File: src/rtl/rsp_fifo_drain_pkg.sv
// Shared constants for the response-FIFO drain engine: FSM state encodings,
// the beat width toward the RISC-V core and the default sequence-ID width.
package rsp_fifo_drain_pkg;

  // Default sequence-ID width used when the instantiating level does not override it
  localparam int NOU_SID_WIDTH_DEF = 8;

  // Width of one response beat presented to the core
  localparam int BEAT_W = 32;

  // Drain FSM state encodings (plain constants so legacy tools can consume them)
  localparam logic [1:0] ST_IDLE    = 2'd0;
  localparam logic [1:0] ST_RD_WAIT = 2'd1;
  localparam logic [1:0] ST_SEND_LO = 2'd2;
  localparam logic [1:0] ST_SEND_HI = 2'd3;

  // True in the two states that present a beat to the core
  function automatic logic is_send_state(input logic [1:0] st);
    return (st == ST_SEND_LO) || (st == ST_SEND_HI);
  endfunction

endpackage

File: src/rtl/rsp_fifo_drain.sv
// Drains entries from a synchronous-read response FIFO and presents each one
// to the RISC-V core as one (narrow) or two (wide) 32-bit beats with a
// valid/ready handshake. Every entry follows the same path:
// IDLE/last-beat pop -> RD_WAIT capture -> SEND_LO [-> SEND_HI].
module rsp_fifo_drain
  import rsp_fifo_drain_pkg::*;
#(
  parameter int NOU_SID_WIDTH  = NOU_SID_WIDTH_DEF,
  parameter int RSP_DATA_WIDTH = 64
) (
  input  logic                                    clk,
  input  logic                                    rst,
  input  logic                                    rsp_fifo_empty,
  output logic                                    rsp_fifo_rd_en,
  input  logic [NOU_SID_WIDTH+RSP_DATA_WIDTH:0]   rsp_fifo_rd_data,
  output logic                                    rv_rsp_vld,
  input  logic                                    rv_rsp_rdy,
  output logic [BEAT_W-1:0]                       rv_rsp_data,
  output logic [NOU_SID_WIDTH-1:0]                rv_rsp_sid,
  output logic                                    rv_rsp_last,
  output logic                                    drain_busy,
  output logic [15:0]                             rsp_cnt
);

  localparam int ENTRY_W = 1 + NOU_SID_WIDTH + RSP_DATA_WIDTH;

  logic [1:0]         state_q, state_d;
  logic [ENTRY_W-1:0] hold_q, hold_d;
  logic [15:0]        cnt_q, cnt_d;

  logic wide;
  logic last_hs;

  assign wide = hold_q[ENTRY_W-1];

  // Beat presentation: outputs are zero whenever no beat is valid, and are
  // taken purely from the holding register so they stay stable until accepted
  always_comb begin
    rv_rsp_vld  = 1'b0;
    rv_rsp_data = '0;
    rv_rsp_sid  = '0;
    rv_rsp_last = 1'b0;
    if (is_send_state(state_q)) begin
      rv_rsp_vld = 1'b1;
      rv_rsp_sid = hold_q[RSP_DATA_WIDTH +: NOU_SID_WIDTH];
      if (state_q == ST_SEND_LO) begin
        rv_rsp_data = hold_q[BEAT_W-1:0];
        rv_rsp_last = ~wide;
      end else begin
        rv_rsp_data = hold_q[2*BEAT_W-1:BEAT_W];
        rv_rsp_last = 1'b1;
      end
    end
  end

  assign last_hs = rv_rsp_vld & rv_rsp_rdy & rv_rsp_last;

  // Pop when idle or when the final beat of an entry is accepted, so a queued
  // entry follows with a single bubble; reset holds the pop off immediately
  assign rsp_fifo_rd_en = ~rst & ~rsp_fifo_empty & ((state_q == ST_IDLE) | last_hs);

  assign drain_busy = (state_q != ST_IDLE);
  assign rsp_cnt    = cnt_q;

  // Next-state, capture and completion-count logic
  always_comb begin
    state_d = state_q;
    hold_d  = hold_q;
    cnt_d   = cnt_q + {15'd0, last_hs};
    case (state_q)
      ST_IDLE: begin
        if (!rsp_fifo_empty) state_d = ST_RD_WAIT;
      end
      ST_RD_WAIT: begin
        hold_d  = rsp_fifo_rd_data;
        state_d = ST_SEND_LO;
      end
      ST_SEND_LO: begin
        if (rv_rsp_rdy) begin
          if (wide)                state_d = ST_SEND_HI;
          else if (rsp_fifo_empty) state_d = ST_IDLE;
          else                     state_d = ST_RD_WAIT;
        end
      end
      ST_SEND_HI: begin
        if (rv_rsp_rdy) state_d = rsp_fifo_empty ? ST_IDLE : ST_RD_WAIT;
      end
      default: state_d = ST_IDLE;
    endcase
  end

  // State registers; reset drops any entry in flight and clears the count
  always_ff @(posedge clk or posedge rst) begin
    if (rst) begin
      state_q <= ST_IDLE;
      hold_q  <= '0;
      cnt_q   <= '0;
    end else begin
      state_q <= state_d;
      hold_q  <= hold_d;
      cnt_q   <= cnt_d;
    end
  end

endmodule
File: config.mk
export PLATFORM = sky130hd
export DESIGN_NAME = rsp_fifo_drain
export DESIGN_NICKNAME = d
export VERILOG_FILES = /design/src/rtl/rsp_fifo_drain_pkg.sv /design/src/rtl/rsp_fifo_drain.sv
export SDC_FILE = /design/constraint.sdc
export NUM_CORES = 1
export LEC_CHECK = 0
export ABC_AREA = 1
export CAP_MARGIN = 0
export CORE_UTILIZATION = 55
export CTS_CLUSTER_SIZE = 10
export DETAILED_ROUTE_END_ITERATION = 10
export DONT_BUFFER_PORTS = 1
export PLACE_DENSITY_LB_ADDON = 0.25
export RECOVER_POWER = 100
export SLEW_MARGIN = 20
export SYNTH_ARGS = -nofsm -noshare
export SYNTH_HDL_FRONTEND = slang
export SYNTH_SLANG_ARGS = --single-unit
File: constraint.sdc
create_clock -name clk -period 6.45 [get_ports clk]
set_input_delay 0.3225 -clock clk [delete_from_list [all_inputs] [get_ports clk]]
set_output_delay 0.3225 -clock clk [all_outputs]
set_load 0.02 [all_outputs]
==> metrics.csv <==
metric,value,unit
clock transition at the registers of the reported paths,90,ps
RR Endpoint,rsp_cnt[10]$_DFF_PP0_,
clk sink count,91,
area of the multi-input gates,0.00146,mm²
HP Class,input port to register,
post-synthesis cell area,0.00411,mm²
switching power,1.05,mW
Mean Syn Cell Area,9.48,µm²
Antenna Cells,0,
first-pass GRT wire length,12400,µm
RSZ-0062 raised after global routing,no,
failing checks,"capacitance limit, slew limit",
DRT iter0 DRCs,116,
Layout area overhead,5.64,%
switching share of power,43.6,%
fin crit share,67.7,%
WL final,8060,µm
worst skew pair latency,350,ps
Period minus WS final,4370,ps
sequential share of power,40.2,%
final total power,2.41,mW
synthesized instance count,433,
Pleak,2.09,nW
routability cong.,0.774,
die width,88.4,µm
Synth area leaders,"dfrtp_1 55%, mux2_2 9.6%, inv_1 5.6%",
clock buffer count from CTS,9,
initial antenna violation count,0,
Final Hold Viols,0,
Slew Limit Headroom,-35.9,%
WHS,114,ps
FP Rows,31,
Synth area leader,dfrtp_1,
fin nets,504,
synth unique cells,21,
worst-case clock buffer depth,2,
Pre-Repair DR Iteration Count,4,
PostCTS Resize Cnt,0,
PortBufs,0,
Post-CTS Setup Inserts,0,
routed vias/inst,5.38,
"Setup violations, final",0,
Starting Density,56.6,%
status,"complete, but fails checks",
combinational share of power,42.6,%
Worst-Margin Slew,2040,ps
core area,0.00725,mm²
PD cells,556,mW/mm²
largest net degree at the start of global routing,114,
CTS H-tree lvls,3,
Post-Synthesis Net Count,513,
Reg-to-Reg Start,state_q[1]$_DFFE_PP0P_,
FF+latch area,0.00228,mm²
hold buffers post-CTS,1,
Max Fclk,229,MHz
DR DRC count,0,
Max Cap Viol,2,
HP Start,rsp_fifo_rd_data[69],
Die ar.,0.00782,mm²
CP Launch Type,register,
"Seq/Total Area, Yosys",55.5,%
CP endpoint kind,primary output,
Total GRT Usage,21.1,%
Final ANT Viol Nets,0,
Crit Path Category,register to primary output,
hold path endpoint,hold_q[69]$_DFFE_PP0N_,
vias in the first global route,2674,
Reg2Reg Depth,10,
Final Max Tran Viols,78,
Setup TNS,0,ps
total congestion overflow,0,
Ys Warns,0,
WL/cell,15.3,µm
r2r setup slk,2510,ps
clk_skew,11.9,ps
Worst Path Required,6130,ps
CP arrival,4050,ps
share of layout cells above drive strength 1,12.4,%
chip height,88.4,µm
via count,2837,
Fill cells,668,
CP Max Fanout,40,
hold path cells,1,
Pint,1.36,mW
register bit total from synthesis,91,
Synth top area share,55.5,%
Root Driver,clkbuf_8,
clock share of power,17.2,%
CTS tree,done,
maximum VDD drop,0.000376,V
post-DP HPWL,5550,µm
IO Pins,137,
cells by family (layout without fill, tap and decap cells):
family | after synthesis | after routing | share of synthesized area, %
AND/OR/NAND/NOR | 137 | 137 | 14.0
flip-flops | 91 | 91 | 55.5
buffers and inverters | 86 | 81 | 9.29
AO/OA/AOI/OAI | 73 | 73 | 9.08
multiplexers | 35 | 35 | 9.60
XOR/XNOR | 8 | 8 | 1.71
adder cells (fa/ha/maj) | 3 | 3 | 0.914
how the worst max path moves through the flow:
stage / start / end / slack, ps / cells past startpoint
2_1_floorplan: rst / hold_q[0]$_DFFE_PP0N_ / 3760 / 1
3_3_place_gp: state_q[1]$_DFFE_PP0P_ / rsp_fifo_rd_en / 3670 / 5
3_5_place_dp: state_q[1]$_DFFE_PP0P_ / rsp_fifo_rd_en / 3650 / 5
4_1_cts: state_q[1]$_DFFE_PP0P_ / rsp_fifo_rd_en / 3260 / 5
5_1_grt: state_q[1]$_DFFE_PP0P_ / rsp_fifo_rd_en / 1860 / 5
6_report: state_q[1]$_DFFE_PP0P_ / rv_rsp_data[1] / 2080 / 3
cell type report:
class | count | area share [%]
flip-flops and latches | 91 | 52.5
multi-input cells | 256 | 33.7
inverters | 63 | 5.48
clock buffers | 11 | 3.26
well taps | 99 | 2.86
clock inverters | 4 | 1.73
repair buffers | 3 | 0.490
synthesized netlist by cell type, drive strengths merged:
master and instances:
mux2 35, nand2 44, o22ai 6, xnor2 3, ha 3, a21oi 38
clkbuf 3, nor3 2, nor2 53, dfrtp 91, o21ai 29, nand3 34
buf 20, inv 63, nand3b 1, xor2 5, nand4 3
flip-flops by register name (all words and copies together) (netlist names):
name,flops
hold_q,73
rsp_cnt,16
state_q,2
routing by layer:
metal  share of wire [%]  global-route usage (%)  up-vias
li1                    -                       -     1370
met1                  42                    25.4     1346
met2                  47                    33.4      103
met3                 8.2                    8.40       18
met4                 2.1                    9.68        0
met5                   0                       0        -
power groups by stage:
stage	sequential (mW)	clock, mW	combinational, mW
4_1_cts	0.968	0.427	1.04
3_3_place_gp	0.967	0	1.01
3_5_place_dp	0.980	0	1.04
5_1_grt	1.00	0.448	1.14
6_report	0.970	0.415	1.03
2_1_floorplan	0.940	0	0.947
worst max-delay path: stages (launching register included):
cell and delay [ps]:
dfrtp_1 320, clkbuf_1 1450, nand2_1 1020, o21ai_0 880
stage by stage:
stage	instances	area [µm²]	utilization [%]	setup WS, ps
after floorplan	433	4110	-	3760
after global placement	511	4110	56.6	3670
after detailed placement	511	4110	56.6	3650
after CTS	527	4330	59.7	3260
after global routing	527	4340	59.8	1860
final	527	4340	59.8	2080
cell usage in the layout, fill, tap and decap left out:
master	n
dfrtp_1	91
inv_1	61
nor2_1	53
nand2_1	43
a21oi_1	38
mux2_2	35
nand3_1	34
o21ai_0	29
clkbuf_8	10
o22ai_1	6
xor2_1	5
nand4_1	3
xnor2_1	3
ha_1	3
nor3_1	2
clkinvlp_4	2
clkbuf_1	2
bufinv_16	2
nand2_8	1
inv_2	1
nand3b_1	1
clkinvlp_2	1
dlygate4sd3_1	1
buf_4	1
No activity file was read; power rests on OpenSTA's default activity.
